**src/rtl/pipe_hazard_ctrl.sv**
```systemverilog
// Pipeline sequencing controller: load-use stalls, branch flushes, data-memory waits and timeout.
// Optional stall-cycle performance counter enabled by defining PIPE_PERF_CNT_EN.
module pipe_hazard_ctrl #(
  parameter int MEM_TIMEOUT = 15
) (
  input  logic       clk,
  input  logic       rst,
  input  logic [4:0] ID_rs,
  input  logic [4:0] ID_rt,
  input  logic       ID_UsesRt,
  input  logic       EX_MemRead,
  input  logic [4:0] EX_RegDest,
  input  logic       EX_BranchTaken,
  input  logic       MEM_MemAccess,
  input  logic       MEM_Ready,
  output logic       PC_Write,
  output logic       IFtoID_Write,
  output logic       IFtoID_Flush,
  output logic       IDtoEX_Write,
  output logic       IDtoEX_Flush,
  output logic       EXtoMEM_Write,
  output logic       MEMtoWB_Flush,
  output logic       mem_error,
  output logic [1:0] ctrl_state
`ifdef PIPE_PERF_CNT_EN
  ,
  output logic [31:0] stall_cycles
`endif
);

  typedef enum logic [1:0] {
    ST_RUN      = 2'd0,
    ST_MEM_WAIT = 2'd1,
    ST_ERROR    = 2'd2
  } state_t;

  localparam logic [7:0] TIMEOUT_C = 8'(MEM_TIMEOUT);

  // Control vector order: PC_W, IFID_W, IFID_F, IDEX_W, IDEX_F, EXMEM_W, MEMWB_F
  localparam logic [6:0] CTL_NORMAL = 7'b1101010;
  localparam logic [6:0] CTL_FREEZE = 7'b0000001;
  localparam logic [6:0] CTL_BRANCH = 7'b1111110;
  localparam logic [6:0] CTL_LU     = 7'b0001110;
  localparam logic [6:0] CTL_RESET  = 7'b0010101;

  state_t     state_q, state_d;
  logic [7:0] wait_cnt_q, wait_cnt_d;
  logic       mem_error_q, mem_error_d;
  logic       mem_stall_s;
  logic       lu_hazard_s;
  logic [6:0] ctl_s;

  assign mem_stall_s = MEM_MemAccess & ~MEM_Ready;
  assign lu_hazard_s = EX_MemRead && (EX_RegDest != 5'd0) &&
                       ((EX_RegDest == ID_rs) || (ID_UsesRt && (EX_RegDest == ID_rt)));

  // Pipeline register enables/flushes by priority; combinational so they act in the same cycle
  always_comb begin
    ctl_s = CTL_NORMAL;
    if (!rst) begin
      ctl_s = CTL_RESET;
    end else if (state_q == ST_ERROR) begin
      ctl_s = CTL_FREEZE;
    end else if (mem_stall_s) begin
      ctl_s = CTL_FREEZE;
    end else if (EX_BranchTaken) begin
      ctl_s = CTL_BRANCH;
    end else if (lu_hazard_s) begin
      ctl_s = CTL_LU;
    end else begin
      ctl_s = CTL_NORMAL;
    end
  end

  assign {PC_Write, IFtoID_Write, IFtoID_Flush, IDtoEX_Write,
          IDtoEX_Flush, EXtoMEM_Write, MEMtoWB_Flush} = ctl_s;

  // Memory-wait FSM next state and wait counter
  always_comb begin
    state_d     = state_q;
    wait_cnt_d  = wait_cnt_q;
    mem_error_d = mem_error_q;
    case (state_q)
      ST_RUN: begin
        if (mem_stall_s) begin
          state_d    = ST_MEM_WAIT;
          wait_cnt_d = 8'd1;
        end else begin
          wait_cnt_d = 8'd0;
        end
      end
      ST_MEM_WAIT: begin
        if (mem_stall_s) begin
          if (wait_cnt_q == TIMEOUT_C) begin
            state_d     = ST_ERROR;
            mem_error_d = 1'b1;
          end else begin
            wait_cnt_d = wait_cnt_q + 8'd1;
          end
        end else begin
          state_d    = ST_RUN;
          wait_cnt_d = 8'd0;
        end
      end
      ST_ERROR: begin
        state_d     = ST_ERROR;
        mem_error_d = 1'b1;
      end
      default: begin
        state_d    = ST_RUN;
        wait_cnt_d = 8'd0;
      end
    endcase
  end

  // FSM state, wait counter and sticky error registers
  always_ff @(posedge clk or negedge rst) begin
    if (!rst) begin
      state_q     <= ST_RUN;
      wait_cnt_q  <= 8'd0;
      mem_error_q <= 1'b0;
    end else begin
      state_q     <= state_d;
      wait_cnt_q  <= wait_cnt_d;
      mem_error_q <= mem_error_d;
    end
  end

  assign ctrl_state = state_q;
  assign mem_error  = mem_error_q;

`ifdef PIPE_PERF_CNT_EN
  logic [31:0] stall_cycles_q, stall_cycles_d;

  // Saturating count of cycles in which the PC is held, error cycles included
  always_comb begin
    stall_cycles_d = stall_cycles_q;
    if (!PC_Write && (stall_cycles_q != 32'hFFFF_FFFF)) begin
      stall_cycles_d = stall_cycles_q + 32'd1;
    end else begin
      stall_cycles_d = stall_cycles_q;
    end
  end

  // Stall-cycle counter register
  always_ff @(posedge clk or negedge rst) begin
    if (!rst) begin
      stall_cycles_q <= 32'd0;
    end else begin
      stall_cycles_q <= stall_cycles_d;
    end
  end

  assign stall_cycles = stall_cycles_q;
`endif

endmodule

```
**config.mk**
```make
export PLATFORM = sky130hd
export DESIGN_NAME = pipe_hazard_ctrl
export DESIGN_NICKNAME = d
export VERILOG_FILES = /design/src/rtl/pipe_hazard_ctrl.sv
export SDC_FILE = /design/constraint.sdc
export NUM_CORES = 1
export LEC_CHECK = 0
export CORE_ASPECT_RATIO = 0.75
export CORE_UTILIZATION = 39
export CTS_CLUSTER_DIAMETER = 100
export DETAILED_ROUTE_END_ITERATION = 10
export GPL_TIMING_DRIVEN = 0
export PLACE_DENSITY_LB_ADDON = 0.1
export SLEW_MARGIN = 10
export SYNTH_ARGS = -nofsm -noshare
export SYNTH_HDL_FRONTEND = slang
export SYNTH_SLANG_ARGS = --single-unit
```
**constraint.sdc**
```tcl
create_clock -name clk -period 3 [get_ports clk]
set_input_delay 0.6 -clock clk [delete_from_list [all_inputs] [get_ports clk]]
set_output_delay 0.6 -clock clk [all_outputs]
set_load 0.02 [all_outputs]
```
**Word level (Yosys, flattened, before mapping)**

Cells that the tools add are included.

- Input bits: 22
- Memories kept: 0
- Latch bits: 0
- ROM bits: 0
- Logic and storage cells: 43
- Bits in registers: 11
- Memory bits (writable): 0

- Magnitude comparators: 0
- Eq/ne operators: 10
- Reductions and logical operators: 10
- Shifts and indexed selects: 0
- Multiply operators: 0
- $add $sub $neg: 1
- Divide/modulo/power cells: 0
- Bitwise logic cells: 3
- Mux-type cells: 16

Operators with widths:

| cell | count |
|---|---|
| 7-bit 2-to-1 mux | 5 |
| 8-bit case mux with 3 select lines | 1 |
| 8-bit 2-to-1 mux | 2 |
| 5-bit equality test | 2 |
| 8-bit by 1-bit adder with 8-bit output (second input constant) | 1 |
| 8-bit by 4-bit equality test with 1-bit output (second input constant) | 1 |
| 2-bit 2-to-1 mux | 3 |
| 2-bit != test (second input constant) | 3 |
| 3-bit != test (second input constant) | 2 |
| 2-bit case mux with 3 select lines | 1 |
| 5-bit nonzero test | 1 |
| 2-bit AND reduction | 2 |
| 1-bit logical AND | 3 |
| 1-bit 2-to-1 mux | 3 |
| 3-bit AND reduction | 1 |
| 2-bit by 1-bit equality test with 1-bit output (second input constant) | 1 |
| 2-bit equality test (second input constant) | 1 |
| 2-bit logical NOT | 1 |
| 1-bit NOT | 2 |
| 1-bit case mux with 2 select lines | 1 |
| 2-bit nonzero test | 1 |
| 1-bit bitwise AND | 1 |
| 1-bit logical OR | 1 |

**Logic depth before layout (Yosys ltp)**

Gate-level depths: netlist of run 1.

- Depth in word-level cells: 9
- Mapped depth: 6
- Mapped depth without buffers: 5

**Worst setup path after synthesis of run 1**

No wires, ideal clock.

- Path kind: in2out
- Start: input EX_RegDest[3]
- End: output IDtoEX_Flush
- Required time: 2.400 ns
- Path slack: 0.384 ns
- Arrival: 2.016 ns
- Stages: 4
- Path through: xor2_1 > nor4_1 > a32oi_1 > o311ai_0

- Word-level cells in the longest chain between the ends: 9
- Elaborated cells between the ends (all ways): 12
- Those cells by class: 2 x eq/ne; 5 x mux; 5 x reduce/logical

Ends and longest elaborated chain:

| what | RTL line | RTL |
|---|---|---|
| from (decl) | 12 | `input logic [4:0] EX_RegDest,` |
| 5-bit equality test | 55 | `((EX_RegDest == ID_rs) \|\| (ID_UsesRt && (EX_RegDest == ID_rt)));` |
| 1-bit logical AND | 55 |  |
| 1-bit logical OR | 55 |  |
| 1-bit logical AND * | 54 | `assign lu_hazard_s = EX_MemRead && (EX_RegDest != 5'd0) &&` |
| 7-bit 2-to-1 mux * | 68 | `end else if (lu_hazard_s) begin` |
| 7-bit 2-to-1 mux * | 66 | `end else if (EX_BranchTaken) begin` |
| 7-bit 2-to-1 mux * | 64 | `end else if (mem_stall_s) begin` |
| 7-bit 2-to-1 mux * | 62 | `end else if (state_q == ST_ERROR) begin` |
| 7-bit 2-to-1 mux * | 60 | `if (!rst) begin` |
| to (decl) | 20 | `output logic IDtoEX_Flush,` |

Mark *: on every way between the ends. The rest lies on a longest branch, timed or not.

**Final worst setup path of run 1**

- Start: input ID_rt[3]
- End: output PC_Write

- Word-level cells in the longest chain between the ends: 9

Ends and longest elaborated chain:

| what | RTL line | RTL |
|---|---|---|
| from (decl) | 9 | `input logic [4:0] ID_rt,` |
| 5-bit equality test | 55 |  |
| 1-bit logical AND | 55 |  |
| 1-bit logical OR | 55 |  |
| 1-bit logical AND | 54 |  |
| 7-bit 2-to-1 mux | 68 |  |
| 7-bit 2-to-1 mux | 66 |  |
| 7-bit 2-to-1 mux | 64 |  |
| 7-bit 2-to-1 mux | 62 |  |
| 7-bit 2-to-1 mux | 60 |  |
| to (decl) | 16 | `output logic PC_Write,` |

Every way passes these cells.

==> results of run 1 <==
## registers in the layout, summed over array words and instances (netlist names)
register / flops
ctrl_state: 2
mem_error: 1
wait_cnt_q: 8
## worst paths after layout
| path | depth (start not counted) | slack (ns) | startpoint | end |
|---|---|---|---|---|
| setup / recovery | 7 | 0.05 | ID_rt[3] | PC_Write |
| hold / removal | 1 | 0.44 | rst | wait_cnt_q[7] |
| setup reg to reg | 6 | 1.18 | wait_cnt_q[0] | wait_cnt_q[2] |
| hold reg to reg | 1 | 0.47 | mem_error | mem_error |
| max in group asynchronous | 1 | 2.16 | rst | wait_cnt_q[2] |
| min in group clk | 1 | 0.47 | mem_error | mem_error |
## routing by layer
metal	vias up	GRT usage, %	share of wire (%)
met5	-	0	0
met4	0	3.95	0
met3	0	7.20	6.1
met2	20	25.0	41
met1	336	30.0	53
li1	380	-	-
## cell type report
cell class	count	area [sq um]	area share, %
multi-input combinational	64	447	40.1
timing repair buffer	31	289	26.0
sequential	11	275	24.7
buffer	5	33.8	3.03
tap	22	27.5	2.47
clock buffer	4	26.3	2.36
inverter	4	15.0	1.35
## cells in the mapped netlist, drive strengths merged, types with 2 or more instances
master	number	area, sq um
dfrtp	11	275
xor2	10	87.6
o21ai	8	43.8
nand2	5	18.8
a31oi	4	25.0
inv	4	15.0
nor3	4	20.0
a21oi	3	15.0
buf	3	26.3
nand4	3	18.8
a21o	2	16.3
a32o	2	20.0
and3	2	12.5
clkbuf	2	7.51
nor2	2	7.51
or3	2	17.5
xnor2	2	17.5
## report_power, final
part	internal (mW)	total, mW	switching (mW)
Clock	0.0515	0.103	0.0511
Sequential	0.150	0.153	0.00286
Combinational	0.0465	0.0840	0.0375
Total	0.248	0.340	0.0914
## cells by family (layout without fill, tap and decap cells)
kind of cell	count (synthesis)	count (layout)	synth area share, %
buf+inv	9	44	6.36
compound gates	25	25	22.3
xor+xnor	12	12	13.7
fa+ha+maj	1	1	1.63
simple gates	26	26	20.1
flops	11	11	35.9
## worst max-delay path: cells and delay by family
kind / cells / cell delay [ns]
simple gates: 1 / 0.35
compound gates: 2 / 0.56
buf+inv: 3 / 0.70
xor+xnor: 1 / 0.14
## repair_timing
item	in CTS	in global routing
setup endpoints to repair	4	3
cloned	0	0
gates resized for setup	11	6
pin swaps	3	0
## metrics by stage
step / setup TNS (ns) / hold slack, ns / setup WS (ns)
final: 0 / 0.441 / 0.0522
after global routing: 0 / 0.490 / 0.00707
after CTS: 0 / 0.460 / 0.0290
after detailed placement: -1.05 / 0.454 / -0.370
after global placement: -1.14 / 0.456 / -0.416
after floorplan: 0 / 0.304 / 0.384
==> impl_results.md, run 1 <==
- Setup Buffers After CTS: 0
- Wire per inst: 13.5 microns
- Leak: 0.494 nW
- Final core utilization: 62.2%
- Final ANT Viol Nets: 0
- CTS Buffer Depth: 2
- Minimum clock period: between 2 and 3 ns
- Arr. time, crit path: 2.35 ns
- H-tree level count: 1
- Ys flop type: dfrtp_1
- Yosys warns: 0
- Critical path launch point type: input port
- TritonCTS clock tree: yes
- Crit Path Class: input port to output port
- DRT iter0 DRCs: 15
- Die H: 40.4 microns
- Final Skew: 0.00360 ns
- Largest net degree at the start of global routing: 16
- Seq cells post-synth: 11
- Commonest non-fill, non-tap cell in the layout: clkdlybuf4s50_1
- Run status: complete, no violations
- Hold_buf cts: 0
- GP Congestion: 0.774
- # rows: 13
- Synth cell types: 36
- Register area share after synthesis: between 30% and 40%
- Cells after synthesis: 84
- # setup viols final: 0
- Max Clk Rate: 339 MHz
- Max-slew violations: 0
- Most frequent cells in the layout: clkdlybuf4s50_1 (23), dfrtp_1 (11), xor2_1 (10)
- Initial antenna violation count: 0
- HPWL after DPL: 1490 microns
- Post-layout instance area: between 0.001 and 0.0015 sq mm
- Port bufs: 31
- Syn nets: around 110
- DR vias: 736
- CP Data Required Time: 2.40 ns
- Inserted Clock Buffers: 3
- CTS root buffer: clkbuf_4
- CTS sink cnt: 11
- Horiz. Die Dim: 53.2 microns
- Nets: ~140
- Max transition margin: roughly 60%
- Unrepaired setup endpoints after global routing: false
- Die footprint: around 0.0021 sq mm
- Vias in the first global route: 600
- First-pass GRT wire length: 2880 microns
- CTS clk-pin slew, worst paths: about 0.070 ns
- Layout cells sized above 1: 14.3%
- GRT Util Overall: between 10% and 20%
- Fill count: 172
- Core ar.: ~0.0018 sq mm
- DRT Wirelength: around 1900 microns
- Fin. Hold Viols: 0
- Power Total: 0.340 mW
- Crit-path max cell delay: 0.41 ns
- Final instance count without filler cells: 141
- Crit path capture type: output port
- Placed cell areas: ~0.0011 sq mm
- CP max-delay cell: clkdlybuf4s50_1
- Residual DRC: 0
- Synthesized cell area: 767 sq um
- Initial cell density of the core: roughly 43%
- First-pass detailed-route iteration total: 4
- Area Growth Syn to Fin: 45.2%
- Synth Area per Inst: 9.13 sq um
- Worst Path Max Fanout: 2
- Inst Count DP: 137
- Clk Latency, worst-skew pair: between 0.2 and 0.3 ns
- Via density per instance: 5.22
- Worst hold-check path type: input port to asynchronous set/reset pin
- Worst-margin pin slew: 0.605 ns
- Post-synth EDFFs: 0
- Async SR Flop Fraction: 100%
- Critical path, cell by cell: clkdlybuf4s50_1 > xor2_1 > nor4_1 > a32oi_1 > o311a_1 > buf_4 > buf_2
- GR Overflow Total: 0
- Max VDD drop: 0.289 mV
- Max Cap Viol: 0
- Diode count: 0
- Power Density: between 300 and 400 mW/mm^2
- I/O Pins: 32
- Final critical-path share of the clock period: 98.3%
Power figures use the tool's default switching activity.
==> run 2: changes to the inputs <==
SLEW_MARGIN = 40   (was 10)
TNS_END_PERCENT = 30   (was unset)
==> impl_results.md, run 2 (synthesized netlist as in run 1, its figures left out) <==
- Run status: complete, no violations (unchanged)
- Max transition margin: 59.7% (was 59.6%)
- Critical Path Stages: 6 (was 7)
- Setup Buffers After CTS: 0 (unchanged)
- CTS clk-pin slew, worst paths: 0.07 ns (about the same)
- GRT Util Overall: 19.6% (unchanged)
- Fill count: 171 (was 172)
- Final instance count without filler cells: 141 (unchanged)
- Minimum clock period: 2.98 ns (was 2.95 ns)
- Crit path capture type: output port (unchanged)
- CP Data Required Time: 2.40 ns (about the same)
- Inst Count DP: 137 (unchanged)
- Vias in the first global route: 600 (unchanged)
- Max reg flops: 8 (unchanged)
- Most frequent cells in the layout: clkdlybuf4s50_1 (23), dfrtp_1 (11), xor2_1 (10) (unchanged)
- DR vias: 736 (unchanged)
- CTS root buffer: clkbuf_4 (unchanged)
- CTS sink cnt: 11 (unchanged)
- Largest net degree at the start of global routing: 16 (unchanged)
- Switch share: 26.8% (was 26.9%)
- Crit Path Class: input port to output port (unchanged)
- R2R cell count: 6 (unchanged)
- First-pass detailed-route iteration total: 4 (unchanged)
- DRT Wirelength: 1900 microns (about the same)
- Fin. Hold Viols: 0 (unchanged)
- Arr. time, crit path: 2.38 ns (was 2.35 ns)
- GP Congestion: 0.774 (unchanged)
- Critical path launch point type: input port (unchanged)
- Final critical-path share of the clock period: 99.3% (was 98.3%)
- Unrepaired setup endpoints after global routing: true (was false)
- Worst Path Buf+Inv: 2 (was 3)
- HPWL after DPL: 1490 microns (unchanged)
- Via density per instance: 5.22 (unchanged)
- Inserted Clock Buffers: 3 (unchanged)
- Power Density: 304 mW/mm^2 (was 305 mW/mm^2)
- Area Growth Syn to Fin: 46.0% (was 45.2%)
- Port bufs: 31 (unchanged)
- Family with the most delay on the worst path: buffers and inverters (unchanged)
- Layout cells sized above 1: 13.4% (was 14.3%)
- # rows: 13 (unchanged)
- Max-slew violations: 0 (unchanged)
- Die footprint: 0.00215 sq mm (unchanged)
- First-pass GRT wire length: 2880 microns (unchanged)
- Final ANT Viol Nets: 0 (unchanged)
- Final Skew: 0.00360 ns (unchanged)
- CTS Buffer Depth: 2 (unchanged)
- Worst-margin pin slew: 0.604 ns (was 0.605 ns)
- GR Overflow Total: 0 (unchanged)
- Clk Latency, worst-skew pair: 0.27 ns (about the same)
- Max Cap Viol: 0 (unchanged)
- Clock group share of total power: 30.1% (was 30.2%)
- TritonCTS clock tree: yes (unchanged)
- Initial cell density of the core: 42.9% (unchanged)
- Wire per inst: 13.5 microns (about the same)
- Worst hold-check path type: input port to asynchronous set/reset pin (unchanged)
- Core ar.: 0.00179 sq mm (unchanged)
- Critical path, cell by cell: clkdlybuf4s50_1 > xor2_1 > nor4_1 > a32oi_1 > o311ai_0 > dlygate4sd2_1 (was clkdlybuf4s50_1 > xor2_1 > nor4_1 > a32oi_1 > o311a_1 > buf_4 > buf_2)
- Horiz. Die Dim: 53.2 microns (unchanged)
- Gate power share: 24.9% (was 24.7%)
- Leak: 0.494 nW (about the same)
- Diode count: 0 (unchanged)
- Crit-path max cell delay: 0.41 ns (about the same)
- CP max-delay cell: clkdlybuf4s50_1 (unchanged)
- Hold Worst Slack: 0.440 ns (was 0.441 ns)
- Residual DRC: 0 (unchanged)
- Sw power: 0.0913 mW (was 0.0914 mW)
- Largest Register: wait_cnt_q (unchanged)
- Nets: 143 (unchanged)
- Hold_buf cts: 0 (unchanged)
- Die H: 40.4 microns (unchanged)
- Max Clk Rate: 336 MHz (was 339 MHz)
- I/O Pins: 32 (unchanged)
- DRT iter0 DRCs: 15 (unchanged)
- Commonest non-fill, non-tap cell in the layout: clkdlybuf4s50_1 (unchanged)
- Max VDD drop: 0.289 mV (about the same)
- P_int: 0.249 mW (was 0.248 mW)
- # setup viols final: 0 (unchanged)
- H-tree level count: 1 (unchanged)
- Initial antenna violation count: 0 (unchanged)
- Worst Path Max Fanout: 2 (unchanged)
- Sequential share of power: 45.0% (was 45.1%)
## run 2: final timing paths
check                           slack, ns     startpoint       endpoint
min in group clk                     0.47      mem_error      mem_error
worst min register to register       0.47      mem_error      mem_error
worst min-delay path                 0.44            rst  wait_cnt_q[7]
max in group asynchronous            2.17            rst  wait_cnt_q[2]
worst max-delay path                 0.02       ID_rt[3]   IDtoEX_Flush
worst max register to register       1.18  wait_cnt_q[0]  wait_cnt_q[2]
## run 2: layout make-up
type | count | area (sq um) | share of cell area (%)
plain buffers | 5 | 33.8 | 3.02
clock buffers | 4 | 26.3 | 2.35
inverters | 4 | 15.0 | 1.34
multi-input cells | 64 | 447 | 39.9
flip-flops and latches | 11 | 275 | 24.6
well taps | 22 | 27.5 | 2.46
repair buffers | 31 | 295 | 26.4
## run 2: metal layers
layer  share of wire, %  track usage, %
met5                  0               0
met2                 41            25.0
met1                 53            30.0
met4                  0            3.95
met3                6.0            7.20
## run 2: repair_timing
item / 4_1_cts / 5_1_grt
endpoints found under the setup margin: 4 / 3
pin swaps: 3 / 0
resized for setup: 11 / 3
## run 2: power by group through the flow
stage	clock network [mW]	registers, mW	logic, mW
after CTS	0.105	0.153	0.0851
after floorplan	0	0.156	0.0352
after detailed placement	0	0.156	0.0891
after global placement	0	0.156	0.0879
final	0.103	0.153	0.0848
after global routing	0.116	0.153	0.0920
## run 2: through the flow
step	cell area (sq um)	total power [mW]	util [%]	TNS [ns]	setup slack [ns]
2_1_floorplan	767	0.192	-	0	0.384
3_3_place_gp	1100	0.244	61.7	-1.14	-0.416
3_5_place_dp	1100	0.245	61.7	-1.05	-0.370
4_1_cts	1120	0.343	62.6	0	0.0290
5_1_grt	1120	0.361	62.6	-0.0470	-0.0470
6_report	1120	0.340	62.6	0	0.0222
## run 2: worst register-to-register path: stages (launching register included)
cell and delay, ns:
dfrtp_1 0.40, ha_1 0.24, nand3_1 0.14, or3_1 0.39
buf_6 0.15, a32o_1 0.24, a21o_1 0.15
==> RTL edit (settings of run 1) <==
Add a define of `PIPE_PERF_CNT_EN`.
--- a/src/rtl/pipe_hazard_ctrl.sv
+++ b/src/rtl/pipe_hazard_ctrl.sv
@@ -1,4 +1,6 @@
 // Pipeline sequencing controller: load-use stalls, branch flushes, data-memory waits and timeout.
 // Optional stall-cycle performance counter enabled by defining PIPE_PERF_CNT_EN.
+`define PIPE_PERF_CNT_EN
+
 module pipe_hazard_ctrl #(
   parameter int MEM_TIMEOUT = 15
Function (old outputs only; new: stall_cycles): kept (Yosys induction, for registers that start in step).
==> RTL edit against run 1 <==
Total power increased to 4.2 times the old value; non-clock buffer count grew 33; wire length grew to 2.6 times the old value; hold slack worse by 0.23 ns; synthesized cell count grew to 2.6 times the old value; worst setup slack improved by 0.064 ns; area after synthesis increased to 2.9 times the old value; design area grew to 2.8 times the old value; sequential share of layout area up 10 points; sequential cell count rose by 32; utilization fell by 5.8 points; sequential power grew to 4.6 times the old value; count of clock-buffer cells in the layout is 2 higher; critical path depth down 1; critical path type unchanged; largest cell class unchanged.
==> RTL edit: results (changes against run 1) <==
* Gpl congestion: 0.8000 (+3.4%)
- Layout multi-input combinational cell count: 167 (+160%)
* GR Layer Usage met3: 4.156% (-3.0 points)
* Instance area at placement: 2973 sq um (+170%)
- Worst reg2reg path endpoint: stall_cycles[15]$_DFFE_PN0P_
- Setup fix buffers added after clock tree synthesis: 1 (+1)
* Filler Cell Count: 498 (+190%)
- Proportion of cell area occupied by registers: 35.06% (+10 points)
* Met1 Wirelength: 2553 um (+150%)
- The largest net degree at the start of global routing was 33 (+17).
- Total GRT Usage: 18.03% (-1.6 points)
- Final clock-cell share: 2.772% (+0.41 points)
- The adder-cell area share of the yosys netlist was 1.120% (-0.51 points).
* Area of the multi-input gates: 1117 sq um (+150%)
* Largest cells by area after synthesis: sky130_fd_sc_hd__dfrtp_1 48%, sky130_fd_sc_hd__xnor2_1 9.0%, sky130_fd_sc_hd__xor2_1 7.8%
- Layout clock buffer count: 6 (+2)
- Vias: 1863 (+150%)
- The minimum setup slack after placement came to -0.6381 ns (-0.2680 ns).
* Result of the run: finished clean
* Non-clock inverter instance count of the final layout: 6 (+2)
- The cell sitting at the root of the clock tree is a sky130_fd_sc_hd__clkbuf_8.
- The maximum clock frequency is 0.3468 GHz (+2.2%).
* Relative contribution of the clock network to total power: 24.6% (-5.6 points)
* Crit path from: ID_rt[4]
* Number of DRC violations after detailed-routing iteration 0: 91 (+76)
* Met1 track demand over resource: 26.32% (-3.7 points)
- The relative contribution of combinational cells to total power came to 26.1% (+1.4 points).
* Cells after Synth: 220 (+160%)
- Ratio of routed vias to standard cells: 5.063 (-3.0%)
* Share of post-route cells with drive strength above 1: 9.556% (-4.7 points)
* H-tree levels: 2 (+1)
* Reg2reg start: stall_cycles[0]$_DFFE_PN0P_
- Clock latency at the later pin of the worst-skew pair: 0.29 ns (+0.02 ns)
- The sequential cell area in the final layout came to 1076 sq um (+290%).
* Worst Reg2Reg Path Length in Cells: 10 (+4)
- The number of placed instances with taps included was 359 (+160%).
* Routed wire length on met2: 2056 um (+160%)
- Met3 Routed Length: 351 um (+210%)
- The mux contribution to synthesized area was 0.5042% (+0.50 points).
- The maximum VDD drop was 0.4094 mV (+42%).
- Clock skew after layout: 0.005351 ns (+0.001749 ns)
* Number of flip-flops and latches: 43 (+32)
-- RTL edit: cell types whose count changed after synthesis, moves of 3 or more --
cell | before | now
sky130_fd_sc_hd__and3_1 | 2 | 9
sky130_fd_sc_hd__dfrtp_1 | 11 | 43
sky130_fd_sc_hd__nand2_1 | 5 | 31
sky130_fd_sc_hd__nand3_1 | 1 | 16
sky130_fd_sc_hd__nand4_1 | 3 | 6
sky130_fd_sc_hd__nor2_1 | 2 | 13
sky130_fd_sc_hd__xnor2_1 | 2 | 23
sky130_fd_sc_hd__xor2_1 | 10 | 20
-- RTL edit: worst min path at each step --
stage	from	endpoint	slack (ns)	cells after the start
2_1_floorplan	rst	ctrl_state[0]$_DFFE_PN0P_	0.30	0
3_3_place_gp	mem_error$_DFFE_PN0P_	mem_error$_DFFE_PN0P_	0.45	1
6_report	rst	stall_cycles[0]$_DFFE_PN0P_	0.21	1
4_1_cts	rst	stall_cycles[0]$_DFFE_PN0P_	0.21	1
5_1_grt	rst	ctrl_state[1]$_DFFE_PN0P_	0.22	1
3_5_place_dp	mem_error$_DFFE_PN0P_	mem_error$_DFFE_PN0P_	0.45	1
-- RTL edit: critical path, stage by stage --
cell	delay (ns)
sky130_fd_sc_hd__clkdlybuf4s50_1	0.42
sky130_fd_sc_hd__xor2_1	0.15
sky130_fd_sc_hd__nor4_2	0.25
sky130_fd_sc_hd__a32oi_1	0.16
sky130_fd_sc_hd__o311ai_0	0.33
sky130_fd_sc_hd__dlygate4sd2_1	0.37
-- RTL edit: stage by stage --
stage	util [%]	power (W)	hold slack [ns]
floorplan	-	0.0008905	0.3044
global placement	54.38	0.001085	0.4486
detailed placement	54.66	0.001087	0.4522
CTS	56.31	0.001446	0.2109
global route	56.43	0.001517	0.2184
finish	56.43	0.001428	0.2108
